`src/rtl/pc_fetch_unit.sv`:
```
`default_nettype none
// ---------------------------------------------------------------------------
// pc_fetch_unit : PC register, 1-cycle-latency instruction fetch and a
//                 DEPTH-entry instruction queue with redirect/irq/exc flush.
// Revision      : 1.0
// ---------------------------------------------------------------------------
module pc_fetch_unit #(
  parameter int              XLEN     = 32,
  parameter int              DEPTH    = 4,
  parameter logic [XLEN-1:0] RESET_PC = {1'b1, {(XLEN-1){1'b0}}},
  parameter logic [XLEN-1:0] IRQ_VEC  = {1'b1, (XLEN-1)'(4)},
  parameter logic [XLEN-1:0] EXC_VEC  = {1'b1, (XLEN-1)'(8)}
) (
  input  logic            clk,
  input  logic            reset,
  output logic            imem_req,
  output logic [XLEN-1:0] imem_addr,
  input  logic [31:0]     imem_rdata,
  output logic            inst_valid,
  input  logic            inst_ready,
  output logic [31:0]     inst_data,
  output logic [XLEN-1:0] inst_pc,
  output logic [XLEN-1:0] inst_pcp4,
  input  logic            redir_valid,
  input  logic [XLEN-1:0] redir_target,
  input  logic            irq,
  input  logic            exc,
  output logic [XLEN-1:0] epc,
  output logic            kmode
);

  localparam int              AW        = (DEPTH > 1) ? $clog2(DEPTH) : 1;
  localparam int              CW        = AW + 1;
  localparam logic [CW-1:0]   DEPTH_C   = CW'(DEPTH);
  localparam logic [XLEN-1:0] WORD_MASK = ~XLEN'(3);

  logic [XLEN-1:0] fetch_pc;
  logic [XLEN-1:0] inflight_pc;
  logic            inflight;
  logic            run;

  logic [31:0]     q_data [DEPTH];
  logic [XLEN-1:0] q_pc   [DEPTH];
  logic [AW-1:0]   rd_ptr;
  logic [AW-1:0]   wr_ptr;
  logic [CW-1:0]   count;

  logic            irq_take;
  logic            flush;
  logic [XLEN-1:0] flush_pc;
  logic [XLEN-1:0] redir_pc;
  logic [XLEN-1:0] next_pc;
  logic            pop;
  logic            push;
  logic [CW-1:0]   credit_used;

  assign kmode    = fetch_pc[XLEN-1];
  assign irq_take = irq & ~kmode;
  assign flush    = exc | irq_take | redir_valid;

  // User mode cannot raise the kernel bit through a redirect.
  assign redir_pc = {redir_target[XLEN-1] & kmode, redir_target[XLEN-2:0]} & WORD_MASK;

  always_comb begin
    if (exc) begin
      flush_pc = EXC_VEC;
    end else if (irq_take) begin
      flush_pc = IRQ_VEC;
    end else begin
      flush_pc = redir_pc;
    end
  end

  assign next_pc = {fetch_pc[XLEN-1], fetch_pc[XLEN-2:0] + (XLEN-1)'(4)};

  assign inst_valid = (count != '0);
  assign pop        = inst_valid & inst_ready;
  assign push       = inflight & ~flush;

  // Slots committed after this cycle: current entries minus the pop plus the returning word.
  assign credit_used = count - CW'(pop) + CW'(inflight);
  assign imem_req    = run & ~flush & (credit_used < DEPTH_C);
  assign imem_addr   = {1'b0, fetch_pc[XLEN-2:0]};

  assign inst_data = inst_valid ? q_data[rd_ptr] : 32'd0;
  assign inst_pc   = inst_valid ? q_pc[rd_ptr] : '0;
  assign inst_pcp4 = inst_valid ? (q_pc[rd_ptr] + XLEN'(4)) : '0;

  always_comb begin
    if (inst_valid) begin
      epc = q_pc[rd_ptr];
    end else if (inflight) begin
      epc = inflight_pc;
    end else begin
      epc = fetch_pc;
    end
  end

  always_ff @(posedge clk) begin
    if (!reset) begin
      fetch_pc    <= RESET_PC;
      inflight    <= 1'b0;
      inflight_pc <= '0;
      run         <= 1'b0;
    end else begin
      run      <= 1'b1;
      inflight <= imem_req;
      if (imem_req) begin
        inflight_pc <= fetch_pc;
      end
      if (flush) begin
        fetch_pc <= flush_pc;
      end else if (imem_req) begin
        fetch_pc <= next_pc;
      end
    end
  end

  always_ff @(posedge clk) begin
    if (!reset) begin
      rd_ptr <= '0;
      wr_ptr <= '0;
      count  <= '0;
    end else if (flush) begin
      rd_ptr <= '0;
      wr_ptr <= '0;
      count  <= '0;
    end else begin
      if (push) begin
        wr_ptr <= wr_ptr + AW'(1);
      end
      if (pop) begin
        rd_ptr <= rd_ptr + AW'(1);
      end
      count <= count + CW'(push) - CW'(pop);
    end
  end

  always_ff @(posedge clk) begin
    if (reset && push) begin
      q_data[wr_ptr] <= imem_rdata;
      q_pc[wr_ptr]   <= inflight_pc;
    end
  end

  a_no_overflow : assert property (@(posedge clk) disable iff (!reset)
    !(push && !pop && (count == DEPTH_C)));

endmodule
`default_nettype wire

```
`config.mk`:
```
export PLATFORM = sky130hd
export DESIGN_NAME = pc_fetch_unit
export DESIGN_NICKNAME = d
export VERILOG_FILES = /design/src/rtl/pc_fetch_unit.sv
export SDC_FILE = /design/constraint.sdc
export NUM_CORES = 1
export LEC_CHECK = 0
export ABC_AREA = 1
export CORE_ASPECT_RATIO = 0.9
export CORE_UTILIZATION = 59
export DETAILED_ROUTE_END_ITERATION = 7
export GPL_ROUTABILITY_DRIVEN = 0
export PLACE_DENSITY = 0.9
export SLEW_MARGIN = 20
export SYNTH_ARGS = -nofsm -noshare
export SYNTH_HDL_FRONTEND = slang
export SYNTH_SLANG_ARGS = --single-unit
```
`constraint.sdc`:
```
create_clock -name clk -period 12.83 [get_ports clk]
set_clock_uncertainty 0.2 [all_clocks]
set_input_delay 2.566 -clock clk [delete_from_list [all_inputs] [get_ports clk]]
set_output_delay 2.566 -clock clk [all_outputs]
set_load 0.005 [all_outputs]
```
# Word-level counts from Yosys, hierarchy flattened
# Memory sizes are Yosys's and may differ from the RTL's. A register that Yosys moved wholly into a read port is not among the register bits.
# Cells that the tools add are included.
# classes
bitwise,11
add_sub_neg,8
magnitude_cmp,1
reduce_logical,4
n_mux,16
# ops
op,n
$mux W32,8
$add A32 B3 Y32 const B,1
$add A31 B3 Y31 const B,1
$mux W31,1
$mux W2,4
$add A3 B1 Y3,2
$and A1 B1 Y1,6
$sub A3 B1 Y3,2
$add A2 B1 Y2 const B,2
$lt A3 B3 Y1 const B,1
$mux W1,3
$not A1 Y1,3
$reduce_bool A3 Y1,1
$or A1 B1 Y1,2
$reduce_bool A2 Y1,1
$reduce_or A2 Y1,1
$logic_and A1 B1 Y1,1
# totals
register_bits,73
ramBits,256
output_inout_bits,163
word_cells,50
n_memories,2
inputBits,70
# memory_table
name,depth,width,read_ports,rd_ports_with_merged_regs,wr,line_no,text
q_data,4,32,1,1,1,42,logic [31:0] q_data [DEPTH];
q_pc,4,32,1,1,1,43,logic [XLEN-1:0] q_pc [DEPTH];

# Longest topological paths before layout
# Gate-level depths: netlist (run 1).
# logic_depth
depth_word,9
depth_mapped,15
depth_no_buf,14

# Worst setup path before layout (run 1)
# No wires, ideal clock.
# synth_timing
kind,input port to flip-flop
from,input port irq
to,memory q_data[0][0] (enable)
setup_time_ns,0.482
arrival_time_ns,6.065
setup_slack_ns,6.083
t_required_ns,12.148
path_buffers,1
path_stages,8
cell_sequence,nand2_1 > nand2_1 > nor2_1 > buf_2 > inv_1 > nor2_1 > nand2_1 > nor2_1
# synth_between
elab_chain_len,8
# synth_rtl
item,line_no,text
from (decl),26,"input logic irq,"
$and A1 B1 Y1,58,assign irq_take = irq & ~kmode;
$or A1 B1 Y1 (2 in series),59,assign flush = exc | irq_take | redir_valid;
$not A1 Y1,78,assign push = inflight & ~flush;
$and A1 B1 Y1,78,
$logic_and A1 B1 Y1,140,if (reset && push) begin
$mux W1,140,
$mux W1 (implied by the code),141,q_data[wr_ptr] <= imem_rdata;
to (decl),42,
# Every way passes these cells.

==> results of run 1 <==
[through the flow]
step	instance area (um2)	cells	utilization, %	setup slack, ns
global placement	18100	2412	69.3	5.26
CTS	19200	2475	73.5	5.13
global route	19200	2475	73.5	4.69
floorplan	15800	1931	-	6.08
finish	19200	2475	73.5	4.87
detailed placement	18100	2412	69.3	5.24
[Yosys cell counts]
cell type / count / share of area (%)
inv_2: 6 / 0.14
fa_1: 1 / 0.13
o22ai_1: 1 / 0.040
o21ai_1: 2 / 0.063
dfxtp_1: 71 / 9.0
a32oi_1: 1 / 0.056
conb_1: 1 / 0.024
nand3_2: 1 / 0.063
a22oi_1: 3 / 0.14
clkbuf_1: 39 / 0.93
o211ai_1: 28 / 1.3
nand2_1: 563 / 13
edfxtp_1: 248 / 47
buf_1: 17 / 0.40
buf_6: 2 / 0.14
xor2_1: 12 / 0.67
a221oi_1: 1 / 0.056
nand2_2: 3 / 0.12
nor3_1: 9 / 0.29
buf_4: 14 / 0.67
nor2_1: 422 / 10
a21oi_1: 49 / 1.6
nand4_1: 15 / 0.60
inv_1: 100 / 2.4
a31oi_1: 2 / 0.079
nand3_1: 118 / 3.7
xnor2_1: 2 / 0.11
nor2_2: 6 / 0.24
nor2_4: 1 / 0.071
buf_2: 29 / 0.92
ha_1: 8 / 0.63
o21ai_0: 148 / 4.7
[layout make-up]
cell class | count | area, um2
inverter | 106 | 398
fill | 1786 | 6920
sequential | 319 | 8870
multi-input combinational | 1405 | 6090
clock inverter | 19 | 145
tap | 348 | 435
clock buffer | 44 | 962
timing repair buffer | 234 | 2310
[worst max-delay path, cell delays in order, from the launching register on]
cell and delay, ns:
dfxtp_2 0.31, buf_4 0.40, inv_2 0.51, buf_4 0.68, a21oi_1 0.07, o21ai_1 0.11, nand2_1 0.18, inv_2 0.17
ha_1 0.18, inv_1 0.05, nor2_2 0.17, nand2_1 0.22, nor2_1 0.50, a21oi_1 0.14, a21oi_1 0.32, clkdlybuf4s50_1 0.57
[path summary, 6_finish.rpt]
path              depth (start not counted)                     to                      start  slack [ns]
hold reg to reg                           2                   flop     rd_ptr[1]$_SDFFE_PP0P_        0.26
setup / recovery                         15          inst_pcp4[18]                       flop        4.87
hold / removal                            2                   flop     rd_ptr[1]$_SDFFE_PP0P_        0.26
setup reg to reg                         10  q_pc[0][27]$_DFFE_PP_  fetch_pc[31]$_SDFFE_PN1N_        8.94
[power by group]
| group | total, uW | internal, uW | leakage [uW] | switching, uW |
|---|---|---|---|---|
| Combinational | 136 | 66.8 | 0.00399 | 69.7 |
| Clock | 959 | 557 | 0.000545 | 402 |
| Sequential | 1150 | 1120 | 0.00295 | 24.0 |
[state kept, by name (all words and copies together) (netlist names), named ones only]
| signal | count |
|---|---|
| q_data | 128 |
| q_pc | 120 |
| fetch_pc | 30 |
| inflight_pc | 30 |
| count | 3 |
| rd_ptr | 2 |
| wr_ptr | 2 |
| inflight | 1 |
| run | 1 |
[per-layer routing]
layer / vias to the layer above / GRT usage (%) / share of wire (%)
met2: 979 / 54.8 / 46
met1: 6645 / 42.4 / 37
met4: 0 / 13.9 / 3.8
met3: 165 / 8.21 / 13
met5: - / 0 / 0
li1: 6672 / - / -
[layout by cell type, fill, tap and decap left out, types with 8 or more instances in the layout]
| cell | instances |
|---|---|
| buf_4 | 13 |
| nor3_1 | 9 |
| xor2_1 | 12 |
| clkdlybuf4s50_1 | 221 |
| o21ai_0 | 148 |
| clkinv_2 | 11 |
| edfxtp_1 | 248 |
| nor2_2 | 8 |
| nand2_1 | 563 |
| conb_1 | 9 |
| o211ai_1 | 28 |
| nand3_1 | 118 |
| a21oi_1 | 49 |
| nor2_1 | 415 |
| ha_1 | 8 |
| dfxtp_1 | 69 |
| clkbuf_16 | 37 |
| nand4_1 | 15 |
| inv_1 | 100 |
[logic make-up (layout without fill, tap and decap cells)]
logic type                 after synthesis  count (layout)
and+or+nand+nor                       1138            1138
DFF                                    319             319
AOI/OAI and AO/OA                      235             235
buffers and inverters                  207             403
xor gates and xnor gates                14              14
adders and majority gates                9               9
other                                    1               9
==> impl_metrics.tcl, run 1 <==
set metrics [dict create \
    max_freq_mhz 126 \
    drc 0 \
    hp-class "reg2reg" \
    worstPathArrival_ns 5.19 \
    yosys_register_bits 319 \
    clkLatencyLatePin_ns 0.52 \
    worstSetupPathType "reg2out" \
    grt_max_degree 88 \
    dpl.hpwl_mm 29.4 \
    grt_pass1_wl_mm 70.5 \
    tns_ns 0 \
    viasPerCell 5.84 \
    finalMaxSlewViolations 0 \
    root_buffer "clkbuf_16" \
    p_leak_uw 0.00748 \
    dieArea_um2 27400 \
    hold_viol 0 \
    status "complete, no violations" \
    grt_pass1_vias 13260 \
    synthAdderAreaFrac_pct 0.762 \
    max_cap_viol_count 0 \
    final_nets 2180 \
    start_util_pct 60.3 \
    rsz0062_at_grt "false" \
    antenna_found_initial 0 \
    rows 56 \
    grtUsageTotal_pct 33.4 \
    synth_warnings 0 \
    crit_path_start_kind "flop" \
    final_antenna_net_count 0 \
    dr_total_vias 14461 \
    ctsHoldBuffers 0 \
    first_iter_violations 1740 \
    timing.final.crit_period_ns 7.96 \
    wirelength_mm 46.1 \
    synth_top_family_by_area "simple AND/OR/NAND/NOR gates" \
    cts_tree "built" \
    cts_resized 0 \
    finalPower_uw 2240 \
    portBuffers 221 \
    endpoint_kind "output pin" \
    cts_buffers 35 \
    routedWlPerCell_um 18.6 \
    synthCells 1923 \
    overflow 0 \
    fin_hold_ws_ns 0.259 \
    path_max_fanout 86 \
    synth_xor_area_share_pct 0.778 \
    ys_seq_area_share_pct 56.3 \
    die_y_um 157 \
    ioPinCount 233 \
    yosys.area_share.simple_pct 28.6 \
    worst_pin_slew_ns 1.05 \
    synth_mux_area_share_pct 0 \
    vdd_drop_max_mv 0.109 \
    cp.required_ns 10.06 \
    core-area_um2 26100 \
    h-tree-depth 2 \
    synth-compound-area-share_pct 8.02 \
    final-setup-viol-count 0 \
    avgSynthCellArea_um2 8.20 \
    syn-cell-area_um2 15800 \
    areaGrowthSynthToFinish_pct 21.9 \
    drive_gt1_share_pct 4.47 \
    numClockSinks 319 \
    post_synth_num_cell_types 32 \
    fin_crit_sh_pct 62.0 \
    clk_pin_slew_ns 0.06 \
    clockBufferDepth 3 \
    die_w_um 174 \
    cts_setup_buffers 0 \
    firstDrtPassIters 8 \
    antenna_cells 0 \
    relSlewSlack_pct 30.2 \
    power.density_nw_per_um2 117 \
]
Power figures use the tool's default switching activity.
==> run 2, diff against run 1 <==
- CORE_UTILIZATION: 59 -> 50
- PLACE_DENSITY: 0.9 -> 0.81
- clock period: 12.83 -> 6.9 ns (I/O delays scaled with it)
==> run 2 against run 1 <==
  * Global-route usage is 5.0 points lower
  * Total power grew 89%
  * Routed wire length shrank 1.0%
  * Sequential share of layout area down 0.47 points
  * Flip-flop and latch count stayed put
  * Setup slack got worse by 3.7 ns
  * Die area is 18% higher
  * Clock-buffer cell count grew 4
  * Non-clock buffer count rose by 4
  * First-iteration DRC count fell by 20%
  * Design area increased by 1.0%
==> impl_metrics.tcl, run 2 (synthesis results as in run 1) <==
set metrics [dict create \
    status "complete, no violations" \
    numClockSinks 319 \
    whs_path_depth 2 \
    vdd_drop_max_mv 0.168 \
    slowest_delay_ns 0.88 \
    cp_top_family "buffers and inverters" \
    cts_tree "built" \
    regMostFlops "q_data" \
    grt_pass1_vias 13198 \
    hp-class "reg2reg" \
    fin_crit_sh_pct 83.6 \
    routedWlPerCell_um 18.0 \
    max_cap_viol_count 0 \
    rows 61 \
    timing.final.crit_period_ns 5.77 \
    final-setup-viol-count 0 \
    grtUsageTotal_pct 28.4 \
    r2r-end "q_data[3][17]$_DFFE_PP_" \
    core-area_um2 31000 \
    ioPinCount 233 \
    die_y_um 170 \
    worstPathArrival_ns 4.19 \
    p_leak_uw 0.00754 \
    areaGrowthSynthToFinish_pct 23.1 \
    power.density_nw_per_um2 219 \
    viasPerCell 5.51 \
    dr_total_vias 13992 \
    portBuffers 221 \
    path_max_fanout 48 \
    cp.required_ns 5.32 \
    mostFrequentLayoutCells "563 x nand2_1, 415 x nor2_1, 248 x edfxtp_1, 221 x clkdlybuf4s50_1, 148 x o21ai_0" \
    largest_reg_flops 128 \
    h-tree-depth 2 \
    final_antenna_net_count 0 \
    max_freq_mhz 173 \
    hold_viol 0 \
    clk_pin_slew_ns 0.06 \
    crit_slowest_cell "dfxtp_2" \
    ctsHoldBuffers 0 \
    grt_max_degree 119 \
    endpoint_kind "output pin" \
    antenna_found_initial 0 \
    wirelength_mm 45.6 \
    grt_pass1_wl_mm 71.0 \
    antenna_cells 0 \
    dpl.hpwl_mm 30.4 \
    top_regs "q_data (128), q_pc (120)" \
    final_nets 2184 \
    layout_commonest_cell "nand2_1" \
    crit_path_start_kind "flop" \
    crit_top_cell "nand2_1" \
    p_clk_share_pct 43.8 \
    firstDrtPassIters 8 \
    seq_power_share_pct 50.3 \
    first_iter_violations 1393 \
    cts_buffers 35 \
    rsz0062_at_grt "false" \
    p_sw_uw 905 \
    drive_gt1_share_pct 4.55 \
    root_buffer "clkbuf_16" \
    p_sw_share_pct 21.3 \
    cts_resized 0 \
    dp.cells 2477 \
    ff2ff_setup_slack_ns 3.28 \
    cts_setup_buffers 0 \
    dieArea_um2 32200 \
    relSlewSlack_pct 32.9 \
    hold_path.startpoint "rd_ptr[1]$_SDFFE_PP0P_" \
    clkLatencyLatePin_ns 0.52 \
    clockBufferDepth 3 \
    drc 0 \
    crit_chain "buf_4, nand2_1, nand2_1, ha_1, inv_1, nor2_2, nand2_1, nor2_1, a21oi_1, a21oi_1, clkdlybuf4s50_1" \
    worstSetupPathType "reg2out" \
    start_util_pct 50.9 \
    rr_worst_depth 9 \
    tns_ns 0 \
    worst_pin_slew_ns 1.01 \
    die_w_um 189 \
    intPower_uw 3340 \
    r2r-start "fetch_pc[31]$_SDFFE_PN1N_" \
    finalMaxSlewViolations 0 \
    overflow 0 \
    path_buf_inv 3 \
    p_comb_share_pct 5.9 \
    finalNonFillerCells 2540 \
]
## run 2: cell type report
type	instances	area (um2)
Tap cell	409	512
Fill cell	2532	11600
Inverter	106	399
Timing Repair Buffer	238	2380
Sequential cell	319	8870
Clock inverter	15	171
Multi-Input combinational cell	1405	6090
Clock buffer	48	990
## run 2: worst register-to-register path: stages, from the launching register on
cell and delay (ns):
dfxtp_1 0.37, inv_1 0.07, nand2_1 0.08, nand2_1 0.18, nor2_2 0.37, inv_1 0.18
nor2_1 0.34, nand2_1 0.32, nor2_4 0.62, buf_4 0.51
## run 2: power by group through the flow
stage | registers, uW | logic (uW) | clock network, uW
global route | 2130 | 277 | 1950
global placement | 2170 | 242 | 0
CTS | 2130 | 249 | 1880
floorplan | 2160 | 117 | 0
detailed placement | 2170 | 246 | 0
finish | 2130 | 251 | 1860
## run 2: worst max path at each step
stage          startpoint                endpoint  depth (start not counted)
2_1_floorplan         irq  q_data[0][0]$_DFFE_PP_                          8
3_3_place_gp         flop           inst_pcp4[18]                         11
3_5_place_dp         flop           inst_pcp4[18]                         11
4_1_cts              flop           inst_pcp4[18]                         11
5_1_grt              flop           inst_pcp4[26]                         13
6_report             flop           inst_pcp4[18]                         11
## run 2: routing by layer
metal	vias up	share of wire (%)	global-route usage (%)
li1	6676	-	-
met3	109	11	5.38
met1	6399	40	36.6
met5	-	0	0
met2	808	46	47.1
met4	0	3.6	11.6
## run 2: metrics by stage
step                      util [%]  hold WS (ns)  cell area [um2]  power (uW)  setup slack, ns
after floorplan                  -         0.236            15800        2270             1.34
after global placement        58.9         0.250            18200        2410             1.81
after detailed placement      58.9         0.262            18200        2420             1.77
after CTS                     62.6         0.274            19400        4260             1.21
after global routing          62.6         0.308            19400        4360            0.949
final                         62.6         0.278            19400        4240             1.13
